### config.mk
export PLATFORM = sky130hd
export DESIGN_NAME = lab1_imul_int_mul_nbit_flat
export DESIGN_NICKNAME = d
export VERILOG_FILES = /design/src/rtl/lab1_imul_int_mul_nbit_if.sv /design/src/rtl/lab1_imul_int_mul_nbit.sv /design/src/flat_wrapper.sv
export SDC_FILE = /design/constraint.sdc
export NUM_CORES = 1
export LEC_CHECK = 0
export BUFFER_PORTS_ARGS = -buffer_cell sky130_fd_sc_hd__buf_2
export CAP_MARGIN = 25
export CORE_MARGIN = 2
export CORE_UTILIZATION = 51
export CTS_CLUSTER_DIAMETER = 50
export DETAILED_ROUTE_END_ITERATION = 7
export GPL_TIMING_DRIVEN = 0
export PLACE_DENSITY = 0.77
export SLEW_MARGIN = 5
export SYNTH_ARGS = -nofsm -noshare
export SYNTH_HDL_FRONTEND = slang
export SYNTH_SLANG_ARGS = --single-unit
### constraint.sdc
create_clock -name clk -period 2.7 [get_ports clk]
set_clock_uncertainty 0.05 [all_clocks]
set_input_delay 0.675 -clock clk [delete_from_list [all_inputs] [get_ports clk]]
set_output_delay 0.675 -clock clk [all_outputs]
set_load 0.02 [all_outputs]
### src/rtl/lab1_imul_int_mul_nbit_if.sv
// Request/response stream bundle for the iterative multiplier.
// The master drives operands and accepts results; the slave is the multiplier.
interface lab1_imul_int_mul_nbit_if #(
  parameter int p_nbits = 32
);
  logic                   istream_val;
  logic                   istream_rdy;
  logic [2*p_nbits-1:0]   istream_msg;
  logic                   ostream_val;
  logic                   ostream_rdy;
  logic [p_nbits-1:0]     ostream_msg;

  modport master (
    output istream_val, istream_msg, ostream_rdy,
    input  istream_rdy, ostream_val, ostream_msg
  );

  modport slave (
    input  istream_val, istream_msg, ostream_rdy,
    output istream_rdy, ostream_val, ostream_msg
  );
endinterface

### src/rtl/lab1_imul_int_mul_nbit.sv
// Iterative shift-and-add multiplier, one operand bit per cycle, result mod 2^p_nbits.
// Define LAB1_IMUL_INT_MUL_NBIT_EARLY_EXIT_EN to leave CALC once the remaining b bits are zero.
module lab1_imul_int_mul_nbit #(
  parameter int p_nbits = 32
) (
  input  logic                     clk,
  input  logic                     reset,
  lab1_imul_int_mul_nbit_if.slave  io
);
  localparam int CW = (p_nbits > 1) ? $clog2(p_nbits) : 1;

  typedef enum logic [1:0] {IDLE, CALC, DONE} state_t;

  state_t             state_q, state_d;
  logic [p_nbits-1:0] a_q, a_d;
  logic [p_nbits-1:0] b_q, b_d;
  logic [p_nbits-1:0] result_q, result_d;
  logic [CW-1:0]      cnt_q, cnt_d;
  logic               last_step;

  always_ff @(posedge clk) begin
    if (reset) begin
      state_q  <= IDLE;
      a_q      <= '0;
      b_q      <= '0;
      result_q <= '0;
      cnt_q    <= '0;
    end else begin
      state_q  <= state_d;
      a_q      <= a_d;
      b_q      <= b_d;
      result_q <= result_d;
      cnt_q    <= cnt_d;
    end
  end

`ifdef LAB1_IMUL_INT_MUL_NBIT_EARLY_EXIT_EN
  assign last_step = (cnt_q == CW'(p_nbits - 1)) || ((b_q >> 1) == '0);
`else
  assign last_step = (cnt_q == CW'(p_nbits - 1));
`endif

  always_comb begin
    state_d = state_q;
    unique case (state_q)
      IDLE:    if (io.istream_val) state_d = CALC;
      CALC:    if (last_step)      state_d = DONE;
      DONE:    if (io.ostream_rdy) state_d = IDLE;
      default: state_d = IDLE;
    endcase
  end

  always_comb begin
    a_d      = a_q;
    b_d      = b_q;
    result_d = result_q;
    cnt_d    = cnt_q;
    unique case (state_q)
      IDLE: if (io.istream_val) begin
        a_d      = io.istream_msg[2*p_nbits-1:p_nbits];
        b_d      = io.istream_msg[p_nbits-1:0];
        result_d = '0;
        cnt_d    = '0;
      end
      CALC: begin
        if (b_q[0]) result_d = result_q + a_q;
        a_d = a_q << 1;
        b_d = b_q >> 1;
        // hold the counter on the final step so it never wraps
        if (!last_step) cnt_d = cnt_q + CW'(1);
      end
      default: ;
    endcase
  end

  always_comb begin
    io.istream_rdy = (state_q == IDLE);
    io.ostream_val = (state_q == DONE);
    io.ostream_msg = result_q;
  end
endmodule

### src/flat_wrapper.sv
// flat-port wrapper written by rule: the top's interface ports become plain ports
module lab1_imul_int_mul_nbit_flat 
#(
  parameter int p_nbits = 32
)
  (clk, reset, io_istream_val, io_istream_msg, io_ostream_rdy, io_istream_rdy, io_ostream_val, io_ostream_msg);
  lab1_imul_int_mul_nbit_if #(.p_nbits(p_nbits)) io_i ();
  input  logic clk;
  input  logic reset;
  input wire logic [$bits(io_i.istream_val)-1:0] io_istream_val;
  input wire logic [$bits(io_i.istream_msg)-1:0] io_istream_msg;
  input wire logic [$bits(io_i.ostream_rdy)-1:0] io_ostream_rdy;
  output wire logic [$bits(io_i.istream_rdy)-1:0] io_istream_rdy;
  output wire logic [$bits(io_i.ostream_val)-1:0] io_ostream_val;
  output wire logic [$bits(io_i.ostream_msg)-1:0] io_ostream_msg;
  assign io_i.istream_val = io_istream_val;
  assign io_i.istream_msg = io_istream_msg;
  assign io_i.ostream_rdy = io_ostream_rdy;
  assign io_istream_rdy = io_i.istream_rdy;
  assign io_ostream_val = io_i.ostream_val;
  assign io_ostream_msg = io_i.ostream_msg;
  lab1_imul_int_mul_nbit #(.p_nbits(p_nbits)) u_core (.clk(clk), .reset(reset), .io(io_i));
endmodule
==> impl_results.md <==
* Count of distinct cell types in the synthesized netlist at 57
* Number of buffers and inverters on the critical path at 1
* Worst endpoint required time at 2.93 ns
* Worst-Margin Slew at 0.691 ns
* Placed instance count at 992
* Number of clock sinks at 103
* Total negative slack for setup checks at 0 ns
* Unrepaired setup endpoints after global routing: true
* Vias in the first global route at 5257
* Area of the multi-input gates at 3610 sq um
* Depth of the critical timing path with buffers and inverters included at 12
* # DRC at 0
* Clock input transition at the sequential cells of the worst setup and hold paths at 0.06 ns
* Max-cap viol count at 0
* Mean instance size in the synthesized netlist at 7.78 sq um
* Critical path peak fanout at 3
* Sequential-to-total area share from yosys stat at 0.354
* Via count of the routed design at 5742
* #FFs+latches synth at 103
* Pin count of the biggest net entering global routing at 16
* Count of placed standard cells in the final layout, fillers left out at 1016
* Detailed-placement wirelength estimate at 11300 um
* Fill cell instance count of the final layout at 1067
* Sum of routed wire length over all layers at 15400 um
* Maximum achievable frequency at 372 MHz
* Growth of design area from synthesis to finish at 20.2%
* Cell breakdown of the critical path: ha_4 > inv_1 > fa_2 > nor2b_2 > o21ai_1 > o21a_1 > o21a_2 > o31a_4 > o211ai_4 > a311oi_2 > xor2_1 > o21ai_1
* Clock H-tree levels at 3
* DR pass1 iterations at 5
* Std cell rows at 39
* Die span in x at 111 um
* Post-synthesis instance area at 5830 sq um
* Total cell area at the placement stage at 6510 sq um
* Share of final-layout standard cells stronger than drive strength 1 at 0.199
* Placer's final routability congestion estimate at 0.944
* Overall overflow remaining after global route at 0
* EDFF count, synth at 0
* Dominant cell type by count on the critical path: o21ai_1
* Reg-to-reg critical path startpoint: u_core.io.ostream_msg[0]
* Port Buffer Count at 100
* Cells taking the most area after synthesis: dfxtp_1, nand2_1, a311oi_1
* Non-Filler Cell Area, Final at 7010 sq um
* Outcome: complete, no violations
* Antenna diode count at 0
* TritonCTS clock tree: done
* Synthesized instance count at 749
* Clock root buffer master: clkbuf_16
* Iteration-0 DRC count of the detailed router at 347
* Final period demand of the worst path at 2.69 ns
* Worst Setup End Kind: register
* Cts hold-fix bufs at 0
* Crit path largest cell delay at 0.36 ns
* Crit-path leading delay family: compound AO/OA/AOI/OAI gates
* Antenna violations before repair at 1
* Share of the clock period used by the worst path at 0.995
* Total Power Consumption at 3630 uW
* Power per cell area at 517 nW/um^2
* Peak supply drop at 0.265 mV
* Starting utilization of the core area at 0.517
* Pleak at 0.00313 uW
* Worst slew margin relative to its limit at 0.539
* Top cell type by total area after synthesis: dfxtp_1
* Syn. warnings at 0
* # IOs at 102
* Prevailing post-synth register cell: dfxtp_1
* Number of buffers created by CTS at 9
* Startpoint type of the worst setup path: register
* Yosys top cell area share at 0.354
* Sequential cell area at 2070 sq um
* Library cell contributing the largest single delay on the critical path: dfxtp_2
* Number of cells on the worst hold path at 2
* Final #Nets at 971
* Wire length per cell after detailed routing at 15.2 um
* Syn nets at 851
* R2r worst-path depth at 12
* Hold path startpoint: u_core.cnt_q[4]
* Overall die height at 111 um
* Overall die area at 12300 sq um
* Drt via density at 5.65
* Data arrival time of the critical path at 2.91 ns
* Clock Latency Late Sink at 0.35 ns
* Core Box Area at 11300 sq um
* R2R setup slack at 0.01 ns
* Worst hold path endpoint: u_core.cnt_q[4]
* Number of nets with antenna violations after detailed routing at 0
* Total GRT Usage at 0.250
* Max Buffers Root-to-Sink at 2
* Setup-violating endpoint count in the final report at 0
* Synth async-reset ratio at 0
* First-pass GRT wire length at 25500 um
* Final standard cell utilization of the core at 0.622
* Final hold violations at 0
* Crit Reg-Reg Endpoint: u_core.io.ostream_msg[30]
* Class of the tightest hold or removal check: register to register
* Startpoint-to-endpoint class of the critical path: register to register
* Number of max-slew violations in the final report at 0
report_power, final:
| group | switching (uW) | total, uW | leakage, uW | internal (uW) |
|---|---|---|---|---|
| registers | 75.6 | 1700 | 0.000850 | 1620 |
| clock network | 560 | 1300 | 0.000143 | 740 |
| logic | 388 | 630 | 0.00214 | 243 |
| total | 1020 | 3630 | 0.00313 | 2600 |
placed cells by master, fill, tap and decap left out, drive strengths merged, types with 2 or more instances in the layout:
cell type / netlist / layout
nand2: 163 / 163
buf: 10 / 121
nor2: 105 / 105
dfxtp: 103 / 103
a311oi: 63 / 63
clkbuf: 42 / 54
a21oi: 38 / 38
ha: 33 / 33
o21ai: 28 / 28
a21o: 18 / 18
xnor2: 15 / 15
a22oi: 14 / 14
nand3: 14 / 14
xor2: 12 / 12
nor3: 11 / 11
inv: 9 / 9
nand4: 7 / 7
nor2b: 7 / 7
o21a: 6 / 6
nand2b: 4 / 4
and3: 4 / 4
o211ai: 4 / 4
a31oi: 3 / 3
and2: 3 / 3
a211oi: 3 / 3
or2: 2 / 2
o21bai: 2 / 2
a211o: 2 / 2
a32oi: 2 / 2
o221ai: 2 / 2
nor4: 2 / 2
a221oi: 2 / 2
or3: 2 / 2
o22ai: 2 / 2
clkinv: 0 / 2
logic make-up after synthesis:
| group | after synthesis | synth area share |
|---|---|---|
| xor gates and xnor gates | 27 | 0.0406 |
| muxes | 1 | 0.00172 |
| adders and majority gates | 34 | 0.0743 |
| DFF | 103 | 0.354 |
| AOI/OAI and AO/OA | 195 | 0.248 |
| buffers and inverters | 63 | 0.0502 |
| and+or+nand+nor | 326 | 0.232 |
synth_stat cells (3+ instances only):
| library cell | instances |
|---|---|
| nand2_1 | 162 |
| nor2_1 | 105 |
| dfxtp_1 | 103 |
| a311oi_1 | 62 |
| clkbuf_1 | 41 |
| a21oi_1 | 37 |
| ha_1 | 33 |
| o21ai_0 | 22 |
| a21o_1 | 18 |
| xnor2_1 | 15 |
| a22oi_1 | 14 |
| nand3_1 | 14 |
| xor2_1 | 12 |
| nor3_1 | 11 |
| inv_1 | 9 |
| nand4_1 | 7 |
| nor2b_1 | 7 |
| o21a_1 | 6 |
| buf_1 | 5 |
| o21ai_1 | 5 |
| buf_6 | 4 |
| nand2b_1 | 4 |
| a211oi_1 | 3 |
| a31oi_1 | 3 |
| and3_1 | 3 |
| o211ai_1 | 3 |
cell type report:
class                   instances  share of cell area
plain buffers                  52              0.0341
inverters                       9             0.00482
clock inverters                 3             0.00625
repair buffers                111              0.0832
multi-input cells             583               0.515
well taps                     143              0.0255
clock buffers                  12              0.0352
flip-flops and latches        103               0.296
timing repair:
action                     CTS  global route
setup endpoints to repair   11            14
gates resized for setup     14            22
setup buffers                3             8
pin swaps                    6            21
worst min-delay path: stages, from the launching register on:
cell	delay [ns]
dfxtp_1	0.31
nand2_1	0.05
a21oi_1	0.05
metrics by stage:
step / hold WS (ns) / worst slack, ns
after floorplan: 0.386 / 0.0452
after global placement: 0.399 / -0.194
after detailed placement: 0.406 / -0.215
after CTS: 0.416 / -0.0101
after global routing: 0.438 / -0.0664
final: 0.411 / 0.0131
per-layer routing:
layer / wire (um) / share of wire / GRT usage / vias up
met5: 7 / 0.00045 / 0 / -
li1: - / - / - / 2918
met4: 301 / 0.020 / 0.0833 / 2
met2: 7110 / 0.46 / 0.403 / 156
met3: 889 / 0.058 / 0.0459 / 26
met1: 7100 / 0.46 / 0.339 / 2640
registers in the layout (all words and copies together) (netlist names):
name                   cells
u_core.b_q                32
u_core.cnt_q               5
u_core.state_q             2
u_core.io.ostream_msg     32
u_core.a_q                32
worst max path at each step:
stage	endpoint	startpoint
2_1_floorplan	u_core.io.ostream_msg[30]	u_core.io.ostream_msg[0]
3_3_place_gp	u_core.io.ostream_msg[30]	u_core.a_q[0]
3_5_place_dp	u_core.io.ostream_msg[30]	u_core.a_q[0]
4_1_cts	u_core.io.ostream_msg[30]	u_core.io.ostream_msg[11]
5_1_grt	u_core.io.ostream_msg[30]	u_core.io.ostream_msg[0]
6_report	u_core.io.ostream_msg[30]	u_core.io.ostream_msg[0]
(Power assumes the default switching activity.)
